$ cat src/rtl/lsu_store_queue_if.sv
`default_nettype none
// ============================================================================
//  Module      : lsu_store_queue_if
//  Description : AGU -> LSU issue bus. The AGU drives the request fields and
//                the LSU answers with combinational backpressure.
//  Revision    : 1.0  initial release
// ============================================================================
interface lsu_store_queue_if;
    logic        lsu_vld_i;
    logic [5:0]  lsu_rob_i;
    logic        lsu_cmo_i;
    logic [3:0]  lsu_op_i;
    logic [31:0] lsu_addr_i;
    logic [5:0]  lsu_dest_i;
    logic [31:0] lsu_sq_data_i;
    logic [3:0]  lsu_sq_bm_i;
    logic        lsu_busy_o;

    modport master (
        output lsu_vld_i, lsu_rob_i, lsu_cmo_i, lsu_op_i, lsu_addr_i,
               lsu_dest_i, lsu_sq_data_i, lsu_sq_bm_i,
        input  lsu_busy_o
    );

    modport slave (
        input  lsu_vld_i, lsu_rob_i, lsu_cmo_i, lsu_op_i, lsu_addr_i,
               lsu_dest_i, lsu_sq_data_i, lsu_sq_bm_i,
        output lsu_busy_o
    );
endinterface
`default_nettype wire

$ cat src/rtl/lsu_store_queue.sv
`default_nettype none
// ============================================================================
//  Module      : lsu_store_queue
//  Description : Store queue with commit/drain to the dcache write port and a
//                registered load/CMO pass-through guarded by address hazards.
//  Revision    : 1.0  initial release
// ============================================================================
module lsu_store_queue #(
    parameter int SQ_DEPTH = 4
) (
    input  wire logic        cpu_clock_i,
    input  wire logic        cpu_resetn_i,
    input  wire logic        flush_i,
    lsu_store_queue_if.slave agu,
    output logic             ld_vld_o,
    output logic [5:0]       ld_rob_o,
    output logic [5:0]       ld_dest_o,
    output logic [3:0]       ld_op_o,
    output logic             ld_cmo_o,
    output logic [31:0]      ld_addr_o,
    output logic [3:0]       ld_bm_o,
    input  wire logic        ld_busy_i,
    output logic             st_done_o,
    output logic [5:0]       st_done_rob_o,
    input  wire logic        sq_commit_i,
    output logic             dc_wr_vld_o,
    output logic [29:0]      dc_wr_addr_o,
    output logic [31:0]      dc_wr_data_o,
    output logic [3:0]       dc_wr_bm_o,
    input  wire logic        dc_wr_ack_i
);

    localparam int            c_PW      = $clog2(SQ_DEPTH);
    localparam logic [c_PW:0] c_DEPTH   = (c_PW+1)'(SQ_DEPTH);
    localparam logic [c_PW:0] c_PTR_ONE = (c_PW+1)'(1);

    // Pointers carry one extra MSB so full and empty are distinguishable.
    logic [c_PW:0]  r_head;
    logic [c_PW:0]  r_cmt;
    logic [c_PW:0]  r_tail;
    logic [29:0]    r_addr [SQ_DEPTH];
    logic [31:0]    r_data [SQ_DEPTH];
    logic [3:0]     r_bm   [SQ_DEPTH];

    logic           r_ld_vld;
    logic [5:0]     r_ld_rob;
    logic [5:0]     r_ld_dest;
    logic [3:0]     r_ld_op;
    logic           r_ld_cmo;
    logic [31:0]    r_ld_addr;
    logic [3:0]     r_ld_bm;
    logic           r_st_done;
    logic [5:0]     r_st_rob;

    logic [c_PW:0]     w_count;
    logic              w_full;
    logic              w_empty;
    logic              w_is_store;
    logic [SQ_DEPTH-1:0] w_match;
    logic              w_hazard;
    logic              w_ld_stall;
    logic              w_st_acc;
    logic              w_ld_acc;
    logic              w_commit;
    logic              w_drain;
    logic [c_PW:0]     w_cmt_nxt;
    logic [c_PW-1:0]   w_tail_idx;
    logic [c_PW-1:0]   w_head_idx;

    assign w_count    = r_tail - r_head;
    assign w_full     = (w_count == c_DEPTH);
    assign w_empty    = (r_head == r_tail);
    assign w_is_store = agu.lsu_op_i[3];
    assign w_tail_idx = r_tail[c_PW-1:0];
    assign w_head_idx = r_head[c_PW-1:0];

    // An entry is live when its distance from head is below the occupancy,
    // so committed-but-undrained stores still block overlapping loads.
    generate
        for (genvar gi = 0; gi < SQ_DEPTH; gi++) begin : g_entry
            logic [c_PW-1:0] w_off;
            assign w_off       = c_PW'(gi) - w_head_idx;
            assign w_match[gi] = ({1'b0, w_off} < w_count)
                               && (r_addr[gi] == agu.lsu_addr_i[31:2])
                               && (|(r_bm[gi] & agu.lsu_sq_bm_i));
        end
    endgenerate

    assign w_hazard   = agu.lsu_cmo_i ? !w_empty : (|w_match);
    assign w_ld_stall = r_ld_vld & ld_busy_i;

    assign agu.lsu_busy_o = agu.lsu_vld_i
                          & (w_is_store ? w_full : (w_hazard | w_ld_stall));

    assign w_st_acc  = agu.lsu_vld_i &  w_is_store & !w_full & !flush_i;
    assign w_ld_acc  = agu.lsu_vld_i & !w_is_store & !w_hazard & !w_ld_stall & !flush_i;
    assign w_commit  = sq_commit_i & (r_cmt != r_tail);
    assign w_drain   = dc_wr_ack_i & (r_head != r_cmt);
    assign w_cmt_nxt = w_commit ? (r_cmt + c_PTR_ONE) : r_cmt;

    always_ff @(posedge cpu_clock_i) begin
        if (!cpu_resetn_i) begin
            r_head <= '0;
            r_cmt  <= '0;
            r_tail <= '0;
            for (int i = 0; i < SQ_DEPTH; i++) begin
                r_addr[i] <= '0;
                r_data[i] <= '0;
                r_bm[i]   <= '0;
            end
        end else begin
            if (w_drain) begin
                r_head <= r_head + c_PTR_ONE;
            end
            r_cmt <= w_cmt_nxt;
            // Flush rewinds tail onto the commit point, discarding the
            // speculative tail of the queue while committed stores drain.
            if (flush_i) begin
                r_tail <= w_cmt_nxt;
            end else if (w_st_acc) begin
                r_tail <= r_tail + c_PTR_ONE;
            end
            if (w_st_acc) begin
                r_addr[w_tail_idx] <= agu.lsu_addr_i[31:2];
                r_data[w_tail_idx] <= agu.lsu_sq_data_i;
                r_bm[w_tail_idx]   <= agu.lsu_sq_bm_i;
            end
        end
    end

    always_ff @(posedge cpu_clock_i) begin
        if (!cpu_resetn_i) begin
            r_st_done <= 1'b0;
            r_st_rob  <= '0;
        end else begin
            r_st_done <= w_st_acc;
            if (w_st_acc) begin
                r_st_rob <= agu.lsu_rob_i;
            end
        end
    end

    always_ff @(posedge cpu_clock_i) begin
        if (!cpu_resetn_i) begin
            r_ld_vld  <= 1'b0;
            r_ld_rob  <= '0;
            r_ld_dest <= '0;
            r_ld_op   <= '0;
            r_ld_cmo  <= 1'b0;
            r_ld_addr <= '0;
            r_ld_bm   <= '0;
        end else if (flush_i) begin
            r_ld_vld <= 1'b0;
        end else if (w_ld_acc) begin
            r_ld_vld  <= 1'b1;
            r_ld_rob  <= agu.lsu_rob_i;
            r_ld_dest <= agu.lsu_dest_i;
            r_ld_op   <= agu.lsu_op_i;
            r_ld_cmo  <= agu.lsu_cmo_i;
            r_ld_addr <= agu.lsu_addr_i;
            r_ld_bm   <= agu.lsu_sq_bm_i;
        end else if (!ld_busy_i) begin
            r_ld_vld <= 1'b0;
        end
    end

    assign ld_vld_o      = r_ld_vld;
    assign ld_rob_o      = r_ld_rob;
    assign ld_dest_o     = r_ld_dest;
    assign ld_op_o       = r_ld_op;
    assign ld_cmo_o      = r_ld_cmo;
    assign ld_addr_o     = r_ld_addr;
    assign ld_bm_o       = r_ld_bm;
    assign st_done_o     = r_st_done;
    assign st_done_rob_o = r_st_rob;

    assign dc_wr_vld_o  = (r_head != r_cmt);
    assign dc_wr_addr_o = r_addr[w_head_idx];
    assign dc_wr_data_o = r_data[w_head_idx];
    assign dc_wr_bm_o   = r_bm[w_head_idx];

`ifndef SYNTHESIS
    // A commit with no uncommitted store means the ROB and queue disagree.
    a_commit_has_entry : assert property (
        @(posedge cpu_clock_i) disable iff (!cpu_resetn_i)
        !(sq_commit_i && (r_cmt == r_tail))
    );
`endif

endmodule
`default_nettype wire

$ cat src/flat_wrapper.sv
// flat-port wrapper written by rule: the top's interface ports become plain ports
module lsu_store_queue_flat 
#(
    parameter int SQ_DEPTH = 4
)
  (cpu_clock_i, cpu_resetn_i, flush_i, ld_vld_o, ld_rob_o, ld_dest_o, ld_op_o, ld_cmo_o, ld_addr_o, ld_bm_o, ld_busy_i, st_done_o, st_done_rob_o, sq_commit_i, dc_wr_vld_o, dc_wr_addr_o, dc_wr_data_o, dc_wr_bm_o, dc_wr_ack_i, agu_lsu_vld_i, agu_lsu_rob_i, agu_lsu_cmo_i, agu_lsu_op_i, agu_lsu_addr_i, agu_lsu_dest_i, agu_lsu_sq_data_i, agu_lsu_sq_bm_i, agu_lsu_busy_o);
  lsu_store_queue_if agu_i ();
  input  wire logic cpu_clock_i;
  input  wire logic cpu_resetn_i;
  input  wire logic flush_i;
  output logic ld_vld_o;
  output logic [5:0] ld_rob_o;
  output logic [5:0] ld_dest_o;
  output logic [3:0] ld_op_o;
  output logic ld_cmo_o;
  output logic [31:0] ld_addr_o;
  output logic [3:0] ld_bm_o;
  input  wire logic ld_busy_i;
  output logic st_done_o;
  output logic [5:0] st_done_rob_o;
  input  wire logic sq_commit_i;
  output logic dc_wr_vld_o;
  output logic [29:0] dc_wr_addr_o;
  output logic [31:0] dc_wr_data_o;
  output logic [3:0] dc_wr_bm_o;
  input  wire logic dc_wr_ack_i;
  input wire logic [$bits(agu_i.lsu_vld_i)-1:0] agu_lsu_vld_i;
  input wire logic [$bits(agu_i.lsu_rob_i)-1:0] agu_lsu_rob_i;
  input wire logic [$bits(agu_i.lsu_cmo_i)-1:0] agu_lsu_cmo_i;
  input wire logic [$bits(agu_i.lsu_op_i)-1:0] agu_lsu_op_i;
  input wire logic [$bits(agu_i.lsu_addr_i)-1:0] agu_lsu_addr_i;
  input wire logic [$bits(agu_i.lsu_dest_i)-1:0] agu_lsu_dest_i;
  input wire logic [$bits(agu_i.lsu_sq_data_i)-1:0] agu_lsu_sq_data_i;
  input wire logic [$bits(agu_i.lsu_sq_bm_i)-1:0] agu_lsu_sq_bm_i;
  output wire logic [$bits(agu_i.lsu_busy_o)-1:0] agu_lsu_busy_o;
  assign agu_i.lsu_vld_i = agu_lsu_vld_i;
  assign agu_i.lsu_rob_i = agu_lsu_rob_i;
  assign agu_i.lsu_cmo_i = agu_lsu_cmo_i;
  assign agu_i.lsu_op_i = agu_lsu_op_i;
  assign agu_i.lsu_addr_i = agu_lsu_addr_i;
  assign agu_i.lsu_dest_i = agu_lsu_dest_i;
  assign agu_i.lsu_sq_data_i = agu_lsu_sq_data_i;
  assign agu_i.lsu_sq_bm_i = agu_lsu_sq_bm_i;
  assign agu_lsu_busy_o = agu_i.lsu_busy_o;
  lsu_store_queue #(.SQ_DEPTH(SQ_DEPTH)) u_core (.cpu_clock_i(cpu_clock_i), .cpu_resetn_i(cpu_resetn_i), .flush_i(flush_i), .agu(agu_i), .ld_vld_o(ld_vld_o), .ld_rob_o(ld_rob_o), .ld_dest_o(ld_dest_o), .ld_op_o(ld_op_o), .ld_cmo_o(ld_cmo_o), .ld_addr_o(ld_addr_o), .ld_bm_o(ld_bm_o), .ld_busy_i(ld_busy_i), .st_done_o(st_done_o), .st_done_rob_o(st_done_rob_o), .sq_commit_i(sq_commit_i), .dc_wr_vld_o(dc_wr_vld_o), .dc_wr_addr_o(dc_wr_addr_o), .dc_wr_data_o(dc_wr_data_o), .dc_wr_bm_o(dc_wr_bm_o), .dc_wr_ack_i(dc_wr_ack_i));
endmodule
$ cat config.mk
export PLATFORM = sky130hd
export DESIGN_NAME = lsu_store_queue_flat
export DESIGN_NICKNAME = d
export VERILOG_FILES = /design/src/rtl/lsu_store_queue_if.sv /design/src/rtl/lsu_store_queue.sv /design/src/flat_wrapper.sv
export SDC_FILE = /design/constraint.sdc
export NUM_CORES = 1
export LEC_CHECK = 0
export ABC_AREA = 1
export BUFFER_PORTS_ARGS = -buffer_cell sky130_fd_sc_hd__buf_2
export CORE_ASPECT_RATIO = 0.75
export CORE_MARGIN = 3
export CORE_UTILIZATION = 58
export CTS_CLUSTER_SIZE = 28
export DETAILED_ROUTE_END_ITERATION = 12
export PLACE_DENSITY_LB_ADDON = 0.1
export SLEW_MARGIN = 0
export SYNTH_ARGS = -nofsm -noshare
export SYNTH_HDL_FRONTEND = slang
export SYNTH_SLANG_ARGS = --single-unit
$ cat constraint.sdc
create_clock -name cpu_clock_i -period 18.1 [get_ports cpu_clock_i]
set_input_delay 5.43 -clock cpu_clock_i [delete_from_list [all_inputs] [get_ports cpu_clock_i]]
set_output_delay 5.43 -clock cpu_clock_i [all_outputs]
set_load 0.005 [all_outputs]
==> results.yml, run 1 <==
worst_setup_path:
  critPathArrivalTime_ns: 7.32
  worstSetupStartpointType: "input pin"
  slowest_delay_ns: 0.52
  crit_top_cell: "nor2_1"
  path_max_fanout: 5
  path_class: "input pin to output pin"
  crit_chain: "buf_2, xor2_1, nor2_1, nand2_1, nor2_1, nand2_1, nor2_1, nor2_1, nand3_1, nand2_2, nand2_1, nand3_1, o21ai_0, buf_2"
  end_kind: "output pin"
  crit_slowest_cell: "xor2_1"
  reg2reg_depth: 15
  critPathRequiredTime_ns: 12.67
synth:
  ys_ff_latch: 336
  postSynthCellCount: 1972
  synth_area_leaders: "edfxtp_1 48%, nor2_1 12%, dfxtp_1 8.6%"
  synth_top_area_frac: 0.4757
  yosys_warnings: 0
  yosysTopAreaCell: "edfxtp_1"
  ys_seq_area_frac: 0.5622
  synth_cell_types: 30
  syn_area_um2: 16660
  syn-num-nets: 2077
  synth.avg_cell_area_um2: 8.450
finish:
  fin_nets: 2244
  syn_to_final_growth_pct: 13.98
  final_cell_mix: "520 x nor2_1, 318 x nand2_1, 264 x edfxtp_1"
  multi_input_area_um2: 5867
  final_common_cell: "nor2_1"
  fillers: 2376
  seq_area_um2: 9374
  drive_above_1_share: 0.1553
global_routing:
  grt_pass1_wl_mm: 74.75
  grt_use_total: 0.3083
  antenna_found_initial: 9
  first_global_vias: 13487
  grt_overflow: 0
  grt_max_degree: 96
timing:
  setup_viol: 0
  worstMarginPinSlew_ns: 1.151
  finalClockSkew_ns: 0.01261
  fin_crit_sh: 0.7044
  fmax_mhz: 78.44
  rsz0062_at_grt: "false"
  tns_ns: 0
  period_needed_ns: 12.75
  hold_viol: 0
  relSlewSlack: 0.2323
  drv_slew: 0
route:
  routed_via_density: 5.506
  avgRoutedWirePerCell_um: 18.89
  wirelength_mm: 48.30
  first_pass_iters: 8
  initialDrtViolationCount: 1803
  drc: 0
  ant_nets: 0
  vias: 14079
power:
  peakVddDrop_mv: 0.06942
  p_per_area_nw_per_um2: 126.1
  leakage_nw: 8.642
  totalPowerFinal_mw: 2.396
placed_design:
  hpwl_mm: 29.77
  port_buffers: 220
  place_congestion: 0.9187
clocking:
  clk_pin_slew_worst_paths_ns: 0.06
  post_cts_buffers: 0
  cts_buffers: 35
  cts_htree_levels: 2
  cts_sinks: 336
  cts_resized: 0
  cts-root-buf: "clkbuf_16"
  clockBufferDepth: 3
  cts.hold.buffers_added: 0
  cts_tree: "built"
  clock_latency_ns: 0.52
flow_run:
  max_cap_viol_count: 0
die:
  start_util: 0.5913
  dieArea_um2: 30820
  coreArea_um2: 28180
  die_y_um: 152.8
  row_count: 53
  io_pins: 221
  die_x_um: 201.7
worst_hold_path:
  hp-class: "register to register"
  min_path_cells: 2
run_status:
  status: "finished clean"
-- report_power, final --
part	switching, mW	leakage (nW)	internal (mW)	total, mW
combinational	0.522	4.82	0.264	0.785
clock	0.296	0.506	0.378	0.674
sequential	0.0457	3.32	0.890	0.936
total	0.863	8.64	1.53	2.40
-- kinds of logic after synthesis --
kind of cell | after synthesis | share of synthesized area
compound gates | 256 | 0.08184
xor+xnor | 68 | 0.03574
fa+ha+maj | 13 | 0.01021
buf+inv | 367 | 0.08815
flops | 336 | 0.5622
simple gates | 932 | 0.2218
-- Yosys cell counts --
cell,n
nor2_4,1
buf_2,17
buf_6,6
nand3_1,21
xnor2_1,19
o211ai_1,3
buf_1,2
nand3_2,2
o31ai_1,1
inv_2,37
dfxtp_1,72
nand2_2,2
a21oi_1,22
nand4_1,55
o21ai_1,9
buf_4,6
nor2_2,1
nor2_1,521
fa_1,1
clkbuf_1,74
o21ai_0,163
nor3_1,5
ha_1,12
xor2_1,49
clkbuf_2,2
nand2_1,324
inv_1,223
o22ai_1,57
edfxtp_1,264
a31oi_1,1
-- flip-flops by register name, summed over array words and instances, names as in the netlist, 3 cells and up, named ones only --
name and count:
u_core.r_tail 3, u_core.ld_addr_o 32, u_core.r_cmt 3, u_core.r_data 128
u_core.ld_op_o 4, u_core.r_addr 120, u_core.r_head 3, u_core.st_done_rob_o 6
u_core.r_bm 16, u_core.ld_rob_o 6, u_core.ld_bm_o 4, u_core.ld_dest_o 6
-- per-layer routing --
| metal | GRT usage | wire length [um] | share of wire | vias to the layer above |
|---|---|---|---|---|
| li1 | - | - | - | 6683 |
| met1 | 0.4369 | 20060 | 0.42 | 6532 |
| met2 | 0.4737 | 21410 | 0.44 | 775 |
| met3 | 0.08136 | 5701 | 0.12 | 85 |
| met4 | 0.08898 | 1110 | 0.023 | 4 |
| met5 | 0 | 20 | 0.00041 | - |
-- critical path: cells and delay by family --
kind | cells | cell delay, ns
and+or+nand+nor | 10 | 0.98
AOI/OAI and AO/OA | 1 | 0.08
xor gates and xnor gates | 1 | 0.52
buffers and inverters | 2 | 0.30
-- worst paths after layout --
check | slack, ns | end | from
worst min-delay path | 0.46 | u_core.ld_op_o[3] | u_core.ld_op_o[3]
worst max register to register | 13.60 | u_core.r_addr[2][10] | u_core.r_tail[0]
worst max-delay path | 5.35 | agu_lsu_busy_o | agu_lsu_addr_i[10]
worst min register to register | 0.46 | u_core.ld_op_o[3] | u_core.ld_op_o[3]
-- through the flow --
step / hold WS [ns] / setup slack, ns / area [um^2] / std cells / utilization
2_1_floorplan: 0.4486 / 6.156 / 16660 / 1972 / -
6_report: 0.4621 / 5.351 / 18990 / 2557 / 0.6739
5_1_grt: 0.4933 / 5.206 / 18990 / 2555 / 0.6737
4_1_cts: 0.4687 / 5.493 / 18970 / 2548 / 0.6731
3_3_place_gp: 0.4424 / 5.428 / 17930 / 2487 / 0.6361
3_5_place_dp: 0.4575 / 5.499 / 17930 / 2487 / 0.6361
-- area by class of cell --
type	count	area share
Tap cell	385	0.02536
Antenna cell	9	0.001186
Multi-Input combinational cell	1269	0.3089
Clock buffer	53	0.05184
Timing Repair Buffer	237	0.06469
Sequential cell	336	0.4935
Inverter	260	0.05145
Clock inverter	8	0.003030
(Power assumes the default switching activity.)
==> run 2, diff against run 1 <==
--- a/config.mk
+++ b/config.mk
@@ -9,7 +9,7 @@
 export BUFFER_PORTS_ARGS = -buffer_cell sky130_fd_sc_hd__buf_2
 export CORE_ASPECT_RATIO = 0.75
 export CORE_MARGIN = 3
-export CORE_UTILIZATION = 58
+export CORE_UTILIZATION = 53
 export CTS_CLUSTER_SIZE = 28
 export DETAILED_ROUTE_END_ITERATION = 12
 export PLACE_DENSITY_LB_ADDON = 0.1
==> constraint.sdc (replaced) <==
create_clock -name cpu_clock_i -period 11.15 [get_ports cpu_clock_i]
set_input_delay 3.345 -clock cpu_clock_i [delete_from_list [all_inputs] [get_ports cpu_clock_i]]
set_output_delay 3.345 -clock cpu_clock_i [all_outputs]
set_load 0.005 [all_outputs]
==> results.yml, run 2 (synthesis results as in run 1) <==
die:
  die_x_um: 210.7
  start_util: 0.5454
  dieArea_um2: 33630
  row_count: 55
  coreArea_um2: 30550
  io_pins: 221
  die_y_um: 159.6
worst_setup_path:
  crit_top_cell: "nor2_1"
  r2r-start: "u_core.r_tail[0]"
  reg2reg_depth: 20
  r2r-end: "u_core.ld_addr_o[28]"
  slowest_delay_ns: 0.57
  startpoint: "agu_lsu_addr_i[10]"
  reg2reg_slack_ns: 6.55
  crit_slowest_cell: "xor2_1"
  critPathArrivalTime_ns: 5.33
  worst-path-buf-inv: 2
  critPathRequiredTime_ns: 7.81
  worstSetupStartpointType: "input pin"
  end_kind: "output pin"
  path_class: "input pin to output pin"
  cp_top_family: "simple AND/OR/NAND/NOR gates"
  path_max_fanout: 5
  crit_chain: "buf_2, xor2_1, nor2_1, nand2_1, nor2_1, nand2_1, nor2_1, nor2_1, nand3_1, nand2_2, nand2_1, nand3_1, o21ai_0, buf_2"
  endpoint: "agu_lsu_busy_o"
  crit_cells: 14
placed_design:
  port_buffers: 220
  place_inst: 2501
  hpwl_mm: 30.60
  place_congestion: 0.9308
  dpl_cell_area_um2: 17950
clocking:
  clock_latency_ns: 0.52
  clockBufferDepth: 3
  cts.hold.buffers_added: 0
  post_cts_buffers: 0
  cts_htree_levels: 2
  cts_resized: 0
  cts-root-buf: "clkbuf_16"
  cts_buffers: 35
  clk_pin_slew_worst_paths_ns: 0.07
  cts_sinks: 336
  cts_tree: "built"
finish:
  final_area_um2: 19060
  fin_nets: 2244
  final_cell_mix: "520 x nor2_1, 318 x nand2_1, 264 x edfxtp_1"
  fillers: 2720
  regMostFlops: "u_core.r_data"
  final_common_cell: "nor2_1"
  drive_above_1_share: 0.1576
  fin_util: 0.6237
  syn_to_final_growth_pct: 14.36
  final_cell_count_no_fill: 2565
  largest_reg_flops: 128
route:
  wirelength_mm: 49.65
  vias: 13983
  highest_layer: "met5"
  drc: 0
  initialDrtViolationCount: 1731
  first_pass_iters: 6
  wl_met2_mm: 21.96
  routed_via_density: 5.451
  ant_nets: 0
  avgRoutedWirePerCell_um: 19.36
  dr_wl_met3_mm: 5.101
  m1WireLength_mm: 21.61
power:
  switching_power_mw: 1.403
  pwr-share-seq: 0.385
  clkPwrFrac: 0.289
  combPwrFrac: 0.326
  peakVddDrop_mv: 0.1781
  p_per_area_nw_per_um2: 206.4
  switching_share: 0.3569
  internal_power_mw: 2.529
  leakage_nw: 8.682
global_routing:
  first_global_vias: 13324
  grt_pass1_wl_mm: 76.48
  grt_max_degree: 99
  grt_overflow: 0
  grt_use_total: 0.2917
  antenna_found_initial: 8
timing:
  relSlewSlack: 0.2674
  worstMarginPinSlew_ns: 1.099
  period_needed_ns: 8.674
  drv_slew: 0
  setup_viol: 0
  fin_crit_sh: 0.7780
  hold_viol: 0
  rsz0062_at_grt: "false"
  fmax_mhz: 115.3
  tns_ns: 0
  finalClockSkew_ns: 0.01109
worst_hold_path:
  hp-class: "register to register"
flow_run:
  max_cap_viol_count: 0
run_status:
  status: "finished clean"
## run 2: changes by cell type in the layout (fill, tap and decap cells not counted), moves of 2 or more
cell and delta:
clkinv_1 +4, inv_4 +2, clkbuf_1 -8, clkbuf_16 +2
clkinv_2 +4, diode_2 -7
## run 2: power groups by stage
stage / clock (mW) / combinational, mW / sequential, mW
global route: 1.20 / 1.42 / 1.52
CTS: 1.15 / 1.28 / 1.51
detailed placement: 0 / 1.27 / 1.54
floorplan: 0 / 0.754 / 1.52
global placement: 0 / 1.26 / 1.54
finish: 1.14 / 1.28 / 1.51
## run 2: final cells by class
class	instances	area (um^2)	share of cell area
repair buffers	237	1229	0.06448
clock buffers	47	1005	0.05272
flip-flops and latches	336	9374	0.4919
inverters	260	979.7	0.05141
multi-input cells	1269	5872	0.3081
diodes	2	5.005	0.0002626
well taps	399	499.2	0.02620
clock inverters	15	92.59	0.004859
## run 2: worst min path at each step
stage                            from                 to  slack (ns)  depth (start not counted)
floorplan           u_core.ld_op_o[3]  u_core.ld_op_o[3]        0.45                          2
global placement    u_core.ld_op_o[3]  u_core.ld_op_o[3]        0.44                          2
detailed placement  u_core.ld_op_o[3]  u_core.ld_op_o[3]        0.45                          2
CTS                 u_core.ld_op_o[3]  u_core.ld_op_o[3]        0.46                          2
global route        u_core.ld_op_o[3]  u_core.ld_op_o[3]        0.48                          2
finish              u_core.ld_op_o[3]  u_core.ld_op_o[3]        0.45                          2
## run 2: routing by layer
| layer | global-route usage | vias to the layer above |
|---|---|---|
| met5 | 0 | - |
| met4 | 0.06602 | 12 |
| met3 | 0.05830 | 70 |
| met2 | 0.4467 | 680 |
| met1 | 0.4323 | 6545 |
| li1 | - | 6676 |
## run 2: tightest hold or removal path, delay by kind of cell (launching register included)
kind                   cells  cell delay, ns
flip-flops                 1            0.31
buffers and inverters      1            0.03
AND/OR/NAND/NOR            1            0.07
## run 2: metrics by stage
| step | total power [mW] | worst slack, ns | hold WS (ns) |
|---|---|---|---|
| 2_1_floorplan | 2.269 | 1.960 | 0.4486 |
| 3_3_place_gp | 2.793 | 2.580 | 0.4437 |
| 3_5_place_dp | 2.811 | 2.595 | 0.4470 |
| 4_1_cts | 3.939 | 2.593 | 0.4567 |
| 5_1_grt | 4.149 | 2.319 | 0.4846 |
| 6_report | 3.933 | 2.476 | 0.4540 |
